$ cat src/rtl/rc_pulse_capture.sv
// rc_pulse_capture: multi-channel RC pulse-width capture; define RCCAP_IRQ_EN to add IRQMASK (0x1C) and the Irq output.
module rc_pulse_capture #(
  parameter int NUM_CH = 8,
  parameter int PRESCALE = 16,
  parameter int TIMEOUT_TICKS = 25000
) (
  input  logic              Clk,
  input  logic              ResetN,
  input  logic [4:0]        Addr,
  output logic [15:0]       DataRd,
  input  logic [15:0]       DataWr,
  input  logic              En,
  input  logic              Rd,
  input  logic              Wr,
`ifdef RCCAP_IRQ_EN
  output logic              Irq,
`endif
  input  logic [NUM_CH-1:0] P
);
  localparam int PW = PRESCALE > 1 ? $clog2(PRESCALE) : 1;
  localparam int TW = $clog2(TIMEOUT_TICKS + 1);
  typedef enum logic {IDLE, HIGH} stateT;
  logic [PW-1:0] preCnt;
  logic tick;
  logic [NUM_CH-1:0] sync1, sync2, sync3, rise, fall, enable, newFlag, lost;
  logic [15:0] width [NUM_CH];
  logic unusedBits;
  assign unusedBits = ^DataWr;
  assign tick = preCnt == PW'(PRESCALE - 1);
  assign rise = sync2 & ~sync3;
  assign fall = ~sync2 & sync3;
  // Synchronizers reset high so a pin already high at release never looks like a rise.
  always_ff @(posedge Clk or negedge ResetN)
    if (!ResetN) begin
      preCnt <= '0;
      sync1 <= '1;
      sync2 <= '1;
      sync3 <= '1;
      enable <= '1;
    end else begin
      preCnt <= tick ? '0 : preCnt + PW'(1);
      sync1 <= P;
      sync2 <= sync1;
      sync3 <= sync2;
      if (En && Wr && Addr == 5'h1D) enable <= DataWr[NUM_CH-1:0];
    end
  for (genvar c = 0; c < NUM_CH; c++) begin : g_ch
    stateT state, stateNx;
    logic [15:0] cnt, cntNx, wreg, wregNx;
    logic [TW-1:0] to, toNx;
    logic nf, nfNx, lf, lfNx, rdClr;
    assign rdClr = En && Rd && Addr == 5'(c);
    always_comb begin
      stateNx = state;
      cntNx = cnt;
      toNx = to;
      wregNx = wreg;
      nfNx = nf & ~rdClr;
      lfNx = lf;
      if (tick && to != TW'(TIMEOUT_TICKS)) toNx = to + TW'(1);
      if (tick && to == TW'(TIMEOUT_TICKS - 1)) lfNx = 1'b1;
      if (tick && state == HIGH && cnt != 16'hFFFF) cntNx = cnt + 16'd1;
      if (state == IDLE && rise[c]) begin
        stateNx = HIGH;
        cntNx = '0;
        toNx = '0;
      end
      if (state == HIGH && fall[c]) begin
        stateNx = IDLE;
        wregNx = cnt;
        nfNx = 1'b1;
        lfNx = 1'b0;
      end
      if (!enable[c]) begin
        stateNx = IDLE;
        cntNx = '0;
        toNx = '0;
        nfNx = 1'b0;
        lfNx = 1'b0;
      end
    end
    always_ff @(posedge Clk or negedge ResetN)
      if (!ResetN) begin
        state <= IDLE;
        cnt <= '0;
        to <= '0;
        wreg <= '0;
        nf <= 1'b0;
        lf <= 1'b0;
      end else begin
        state <= stateNx;
        cnt <= cntNx;
        to <= toNx;
        wreg <= wregNx;
        nf <= nfNx;
        lf <= lfNx;
      end
    assign width[c] = wreg;
    assign newFlag[c] = nf;
    assign lost[c] = lf;
  end
`ifdef RCCAP_IRQ_EN
  logic [NUM_CH-1:0] irqMask;
  always_ff @(posedge Clk or negedge ResetN)
    if (!ResetN) begin
      irqMask <= '0;
      Irq <= 1'b0;
    end else begin
      if (En && Wr && Addr == 5'h1C) irqMask <= DataWr[NUM_CH-1:0];
      Irq <= |((newFlag | lost) & irqMask);
    end
`endif
  always_comb begin
    DataRd = '0;
    for (int i = 0; i < NUM_CH; i++) if (Addr == 5'(i)) DataRd = width[i];
    if (Addr == 5'h1D) DataRd = 16'(enable);
    if (Addr == 5'h1E) DataRd = 16'(newFlag);
    if (Addr == 5'h1F) DataRd = 16'(lost);
`ifdef RCCAP_IRQ_EN
    if (Addr == 5'h1C) DataRd = 16'(irqMask);
`endif
  end
endmodule

$ cat config.mk
export PLATFORM = sky130hd
export DESIGN_NAME = rc_pulse_capture
export DESIGN_NICKNAME = d
export VERILOG_FILES = /design/src/rtl/rc_pulse_capture.sv
export SDC_FILE = /design/constraint.sdc
export NUM_CORES = 1
export LEC_CHECK = 0
export BUFFER_PORTS_ARGS = -buffer_cell sky130_fd_sc_hd__buf_4
export CAP_MARGIN = 20
export CORE_ASPECT_RATIO = 1.5
export CORE_MARGIN = 5
export CORE_UTILIZATION = 55
export DETAILED_ROUTE_END_ITERATION = 6
export GPL_ROUTABILITY_DRIVEN = 1
export PLACE_DENSITY_LB_ADDON = 0.1
export SETUP_SLACK_MARGIN = 0.3
export SYNTH_ARGS = -nofsm -noshare
export SYNTH_HDL_FRONTEND = slang
export SYNTH_SLANG_ARGS = --single-unit
$ cat constraint.sdc
create_clock -name Clk -period 2.7 [get_ports Clk]
set_clock_uncertainty 0.05 [all_clocks]
set_input_delay 0.27 -clock Clk [delete_from_list [all_inputs] [get_ports Clk]]
set_output_delay 0.27 -clock Clk [all_outputs]
set_load 0.02 [all_outputs]
# After elaboration in Yosys (flattened, before gate mapping)
# Index checks and enable logic that the tools add are counted.
# classes
n_reduce_logical,60
n_bitwise,28
n_mux,124
add_sub_neg,17
eq_ne,67
# ops
cell,n
16-bit 2-to-1 mux,35
15-bit 2-to-1 mux,24
16-bit by 1-bit adder with 16-bit output (second input constant),8
16-bit != test (second input constant),8
15-bit by 1-bit adder with 15-bit output (second input constant),8
15-bit equality test (second input constant),8
15-bit != test (second input constant),8
3-bit by 1-bit != test with 1-bit output (second input constant),32
1-bit 2-to-1 mux,64
1-bit logical AND,59
5-bit by 3-bit equality test with 1-bit output (second input constant),4
8-bit bitwise AND,2
1-bit NOT,16
8-bit NOT,2
5-bit equality test (second input constant),3
5-bit by 2-bit equality test with 1-bit output (second input constant),2
1-bit bitwise AND,8
5-bit by 1-bit equality test with 1-bit output (second input constant),1
5-bit logical NOT,1
4-bit by 1-bit adder with 4-bit output (second input constant),1
4-bit equality test (second input constant),1
4-bit 2-to-1 mux,1
# totals
register_bits,436
elab_cells,349
out_inout_bits,16
in_bits,34

# Logic depth before layout (Yosys ltp)
# Gate-level depths: netlist of run 1.
# depth
depth_word,12
ltp_mapped,9
ltp_nobuf,7

# Worst setup path after synthesis of run 1
# Ideal clock, no wire load.
# synth_path
path_type,in2out
startpoint,input Addr[4]
endpoint,output DataRd[11]
path_slack_ps,420
t_arrival_ps,1960
path_stages,7
required_time_ps,2380
n_path_buf,2
path_cell_list,buf_2 -> or2_2 -> buf_2 -> nor2_2 -> nand2_1 -> o32a_1 -> o21ai_0
# synth_between
elab_chain_cells,12
word_cells_on_any_way,22
classes_between,eq/ne: 10; mux: 11; reduce/logical: 1
# synth_lines
item,line,source
start: declaration,9,"input logic [4:0] Addr,"
5-bit logical NOT,115,for (int i = 0; i < NUM_CH; i++) if (Addr == 5'(i)) DataRd = width[i];
16-bit 2-to-1 mux (8 in a row),115,
16-bit 2-to-1 mux,116,if (Addr == 5'h1D) DataRd = 16'(enable);
16-bit 2-to-1 mux,117,if (Addr == 5'h1E) DataRd = 16'(newFlag);
16-bit 2-to-1 mux (*),118,if (Addr == 5'h1F) DataRd = 16'(lost);
end: declaration,10,"output logic [15:0] DataRd,"
# Mark *: on every way between the ends. The rest lies on a longest branch, timed or not.

# Worst setup path in the final report of run 1
# layout_path
startpoint,register g_ch[0].wreg[5]
endpoint,output DataRd[5]
# layout_between
elab_chain_cells,11
# layout_lines
item,line,source
start: declaration,49,"logic [15:0] cnt, cntNx, wreg, wregNx;"
start signal: assignment,94,wreg <= wregNx;
16-bit 2-to-1 mux (8 in a row),115,
16-bit 2-to-1 mux,116,
16-bit 2-to-1 mux,117,
16-bit 2-to-1 mux,118,
# No other way between the ends.

==> metrics.cfg, run 1 <==
[grt]
grt_pass1_vias=16400
grt_start_max_net_pins=75
grt_use_total_pct=25.3
antenna_found_initial=1
grt_first_pass_wirelength_um=88000
globalRouteOverflowTotal=0

[outcome]
outcome=finished, violations left
violations=DRC

[synthesis]
netlist.area_leader.share_pct=46.7
yosysWarnings=0
synth-seq-cells=436
synth_most_common_cell=dfrtp_1
syn_nets=2191
ys.flop_type=dfrtp_1
synth_commonest_cells=dfrtp_1, nor2_1, nand2_1, mux2_2, nand3_1
synth_top_area_cell=dfrtp_1
synth_area_leaders=dfrtp_1, mux2_2, nor2_1
netlist_area_um2=21600
synth_cell_types=86
syn_area_per_cell_um2=10.2
syn_inst=2132
async_flop_share_pct=100
ys_seq_area_share_pct=50.6
synth-edff-count=0

[timing]
timing.slew.headroom_pct=50.5
post-route-min-period_ps=2520
setup_violations=0
hold_slack_ps=210
drv_slew=0
worst_pin_slew_ps=736
rsz0062_at_grt=true
fin_setup_tns_ps=0
hold_viol=0
fin_crit_sh_pct=93.2
fmax_mhz=397

[critical_path]
slowest_delay_ps=530
cp-startpoint=g_ch[0].wreg[5]$_DFFE_PN0P_
setup.worst_path.class=flip-flop to primary output
required_ps=2380
crit_fanout=2
r2r_start=preCnt[0]$_DFF_PN0_
crit_path_top_delay_cell=a222oi_1
path_cells=mux2i_2, o21ai_0, a222oi_1, o22ai_2, buf_6
crit_path_end_kind=primary output
r2r.worst_path.cells=7
crit_family=compound AO/OA/AOI/OAI gates
critPathArrivalTime_ps=2200
path_buf_inv=1
startpoint_type=flip-flop
path_depth=5

[floorplan]
core_um2=39200
ioPinCount=50
fp.dieW_um=172
die_y_um=253
fp-row-count=89
fp.dieArea_um2=43500
initial_utilization_pct=55.2

[drt]
dr.first_iter.drc_count=1045
antenna_left=0
vias_per_cell=5.95
drc=2
firstDrtPassIters=7
wl_per_cell_um=19.7
via_count=16400
routed_wl_um=54300

[worst_hold_path]
hp-class=input pin to flip-flop
hp-start=Rd
hold_depth=4

[pwr]
powerDensity_nw_per_um2=551
vdd_drop_max_mv=0.596
p_leak_nw=10.3

[clock_tree]
root_buffer=clkbuf_16
numCtsBuffers=43
cts_max_level=2
cts_buffer_depth=3
cts_tree=done
insertion_delay_ps=550
clk_pin_slew_worst_paths_ps=60
cts.sinks=436

[place]
io_buffers=41
postPlaceCellArea_um2=22900
place_congestion=0.922
dp_hpwl_um=39200

[cells_and_area]
multiInputGateArea_um2=10300
area_growth_pct=14.4
final_layout_size_suffix_gt1_share_pct=18.8
fin_nets=2278
fillers=3275
regArea_um2=11000
design_area_um2=24800

[job]
cap_violations=0

registers in the layout, indices dropped and copies added (netlist names):
register    flops
sync1           8
g_ch.nf         8
enable          8
sync3           8
g_ch.to       120
g_ch.state      8
sync2           8
g_ch.wreg     128
g_ch.cnt      128
g_ch.lf         8
preCnt          4
metal layers:
layer / vias to the layer above / wire length [um] / GRT usage [%]
met5: - / 0 / 0
met4: 0 / 2250 / 9.80
met3: 113 / 2740 / 3.89
met2: 392 / 26500 / 41.9
met1: 8148 / 22900 / 33.6
li1: 7744 / - / -
stage by stage:
| stage | setup WS (ps) | total power [W] | instances | util, % |
|---|---|---|---|---|
| 2_1_floorplan | 420 | 0.00709 | 2132 | - |
| 3_3_place_gp | 68.8 | 0.00746 | 2654 | 58.5 |
| 3_5_place_dp | 66.6 | 0.00748 | 2654 | 58.5 |
| 4_1_cts | 186 | 0.0138 | 2752 | 62.9 |
| 5_1_grt | 143 | 0.0141 | 2753 | 63.2 |
| 6_report | 183 | 0.0136 | 2754 | 63.2 |
report_power, final:
part           internal, W  switching (W)  total, W
Clock              0.00364        0.00262   0.00627
Sequential         0.00660      0.0000745   0.00668
Combinational     0.000227       0.000475  0.000702
Total               0.0105        0.00317    0.0136
final timing paths:
check	endpoint	slack [ps]
worst max-delay path	DataRd[5]	180
max in group asynchronous	sync1[0]$_DFF_PN1_	1480
worst min-delay path	g_ch[1].nf$_DFF_PN0_	210
worst min register to register	sync2[0]$_DFF_PN1_	300
worst max register to register	g_ch[7].cnt[12]$_DFFE_PN0P_	400
min in group asynchronous	g_ch[3].to[9]$_DFFE_PN0P_	240
cell type report:
class | instances | area share (%)
Antenna cell | 1 | 0.0101
Clock buffer | 56 | 5.00
Clock inverter | 23 | 1.04
Inverter | 65 | 0.985
Multi-Input combinational cell | 1535 | 41.4
Sequential cell | 436 | 44.2
Tap cell | 500 | 2.53
Timing Repair Buffer | 138 | 4.77
cell families after synthesis:
kind of cell,share of synthesized area [%]
buffers and inverters,2.94
muxes,7.54
xor gates and xnor gates,7.40
AOI/OAI and AO/OA,9.57
DFF,50.6
adders and majority gates,1.82
and+or+nand+nor,20.1
timing repair:
item,in CTS,in global routing
setup endpoints to repair,27,25
hold endpoints to repair,74,0
resized for setup,26,23
hold buffers,17,0
pin swaps,10,14
buffers inserted,2,1
cells in the final DEF, fill, tap and decap left out, types with 9 or more instances in the layout:
cell type,netlist,routed
a211oi_1,10,10
a21oi_1,79,79
and2_1,18,18
and3_1,22,21
and4_1,23,23
buf_4,1,109
clkbuf_16,0,45
clkinvlp_4,0,9
dfrtp_1,404,404
dfstp_2,32,32
dlygate4sd3_1,0,17
ha_1,25,24
inv_1,64,64
mux2_2,128,128
mux2i_1,19,14
nand2_1,156,156
nand3_1,100,100
nand4_1,72,72
nor2_1,272,269
nor2b_1,12,12
nor3_1,58,58
nor4_1,25,21
o211ai_1,9,9
o21ai_0,86,70
o21ai_1,2,13
or2_2,9,9
or3_1,23,22
xnor2_1,92,92
xor2_1,91,91
worst reg2reg max path, stage by stage (launching register included):
cell      delay [ps]
dfrtp_1          410
ha_2             320
buf_4            220
nand4_1          200
buf_4            250
nor3_1           370
a211oi_1         130
a31o_2           230
(Power assumes the default switching activity.)
==> run 2, diff against run 1 <==
==> constraint.sdc (replaced) <==
create_clock -name Clk -period 2.3 [get_ports Clk]
set_clock_uncertainty 0.05 [all_clocks]
set_input_delay 0.23 -clock Clk [delete_from_list [all_inputs] [get_ports Clk]]
set_output_delay 0.23 -clock Clk [all_outputs]
set_load 0.02 [all_outputs]
==> run 2 against run 1 <==
Compared with the run above:
- count of clock-buffer cells in the layout rose by 12
- combinational power grew 27%
- final cell count is 3.0% higher
- design area increased by 7.6%
- first-iteration DRC count increased by 14%
- routed wire length is 5.1% higher
- clock power is 20% higher
- via count increased by 3.4%
- the run ends with setup timing left
- worst hold slack lost 110 ps
- worst setup slack worse by 430 ps
==> metrics.cfg, run 2 (synthesis results as in run 1) <==
[critical_path]
r2r.worst_path.cells=8
required_ps=2020
path_depth=6
path_cells=mux2i_1, o21ai_1, a222oi_1, buf_4, o22ai_4, buf_6
cp-startpoint=g_ch[2].wreg[7]$_DFFE_PN0P_
path_buf_inv=2
crit_end=DataRd[7]
r2r-end=g_ch[1].cnt[9]$_DFFE_PN0P_
crit_path_top_delay_cell=a222oi_1
crit_family=compound AO/OA/AOI/OAI gates
r2r_start=preCnt[1]$_DFF_PN0_
critPathArrivalTime_ps=2270
setup.worst_path.class=flip-flop to primary output
crit_path_end_kind=primary output
startpoint_type=flip-flop
r2r_slack_ps=200
slowest_delay_ps=530
crit_fanout=2

[drt]
via_count=17000
antenna_left=0
routed_wl_um=57100
dr.first_iter.drc_count=1193
vias_per_cell=5.98
drc=0
wl_per_cell_um=20.1
firstDrtPassIters=5

[cells_and_area]
fin_nets=2361
final_common_cell=dfrtp_1
final_layout_size_suffix_gt1_share_pct=27.4
top_regs=g_ch.cnt: 128 flops, g_ch.wreg: 128 flops, g_ch.to: 120 flops
regArea_um2=11000
final_cell_mix=dfrtp_1, nor2_1, nand2_1
multiInputGateArea_um2=11200
area_growth_pct=23.1
fillers=3013

[grt]
globalRouteOverflowTotal=0
antenna_found_initial=0
grt_start_max_net_pins=67
grt_pass1_vias=16700
grt_first_pass_wirelength_um=89800
grt_use_total_pct=25.8

[pwr]
p_leak_nw=11.1
vdd_drop_max_mv=0.708
powerDensity_nw_per_um2=610

[clock_tree]
cts.sinks=436
root_buffer=clkbuf_16
cts_buffer_depth=3
numCtsBuffers=44
cts_max_level=2
clk_pin_slew_worst_paths_ps=60
cts_tree=done
insertion_delay_ps=560

[place]
place_congestion=0.917
io_buffers=41
dp_hpwl_um=38900
pre_cts_slack_ps=16.5

[floorplan]
core_um2=39200
ioPinCount=50
fp.dieW_um=172
initial_utilization_pct=55.2
fp.dieArea_um2=43500
fp-row-count=89
die_y_um=253

[timing]
fin_setup_tns_ps=-870
fmax_mhz=393
post-route-min-period_ps=2550
setup_violations=7
fin_crit_sh_pct=111
timing.slew.headroom_pct=58.0
hold_viol=0
worst_pin_slew_ps=629
drv_slew=0
postLayoutSetupSlackWorst_ps=-246
rsz0062_at_grt=true

[outcome]
outcome=finished, violations left
violations=setup timing

[job]
cap_violations=0

[worst_hold_path]
hp-class=input pin to flip-flop

[run 2: cell types whose count changed in the layout (fill, tap and decap cells not counted), sizes merged]
cell / previous run / this run
clkinvlp: 9 / 3
clkinv: 10 / 5
buf: 121 / 201
inv: 65 / 64
a21o: 1 / 2
clkbuf: 56 / 69
[run 2: area by class of cell]
cell class              instances  area share (%)
clock buffers                  68            5.12
diodes                          1         0.00939
clock inverters                11           0.625
inverters                      65           0.916
well taps                     500            2.35
repair buffers                219            7.79
multi-input cells            1536            42.0
flip-flops and latches        436            41.2
[run 2: worst min-delay path by stage]
| stage | start | end | slack (ps) | depth (start not counted) |
|---|---|---|---|---|
| after floorplan | ResetN | g_ch[0].cnt[0]$_DFFE_PN0P_ | -120 | 0 |
| after global placement | ResetN | g_ch[3].cnt[7]$_DFFE_PN0P_ | 190 | 1 |
| after detailed placement | ResetN | g_ch[3].cnt[7]$_DFFE_PN0P_ | 190 | 1 |
| after CTS | Rd | g_ch[1].nf$_DFF_PN0_ | 70 | 4 |
| after global routing | Rd | g_ch[1].nf$_DFF_PN0_ | 120 | 4 |
| final | Rd | g_ch[1].nf$_DFF_PN0_ | 100 | 4 |
[run 2: worst register-to-register path: stages, from the launching register on]
cell and delay (ps):
dfrtp_1 390, ha_4 180, buf_12 110, buf_8 130
nand4_1 210, buf_4 220, a21o_4 200, or4_1 400
a21oi_1 140
[run 2: repair_timing]
action | CTS | global route
gates cloned | 3 | 2
hold buffers | 17 | 0
hold endpoints to repair | 64 | 0
pin swaps | 43 | 91
resized for setup | 105 | 170
setup endpoints to repair | 123 | 153
buffers inserted | 19 | 30
[run 2: metrics by stage]
stage / std cells / hold WS, ps / power (W) / area, um^2 / utilization [%]
2_1_floorplan: 2132 / -116 / 0.00833 / 21700 / -
3_3_place_gp: 2685 / 188 / 0.00879 / 23200 / 59.3
3_5_place_dp: 2685 / 189 / 0.00881 / 23200 / 59.3
4_1_cts: 2803 / 68.5 / 0.0164 / 25600 / 65.3
5_1_grt: 2835 / 124 / 0.0168 / 26600 / 67.9
6_report: 2836 / 101 / 0.0163 / 26600 / 68.0
[run 2: routing by layer]
| metal | global-route usage, % | wire length [um] | vias up | share of wire [%] |
|---|---|---|---|---|
| li1 | - | - | 7919 | - |
| met1 | 33.5 | 23100 | 8554 | 40 |
| met2 | 44.7 | 29800 | 392 | 52 |
| met3 | 3.19 | 2400 | 97 | 4.2 |
| met4 | 8.74 | 1850 | 0 | 3.2 |
| met5 | 0 | 0 | - | 0 |
[run 2: power by group]
| part | total (W) | leakage [nW] | internal [W] | switching [W] |
|---|---|---|---|---|
| sequential | 0.00784 | 5.96 | 0.00775 | 0.0000890 |
| combinational | 0.000889 | 4.36 | 0.000301 | 0.000588 |
| clock | 0.00752 | 0.745 | 0.00452 | 0.00300 |
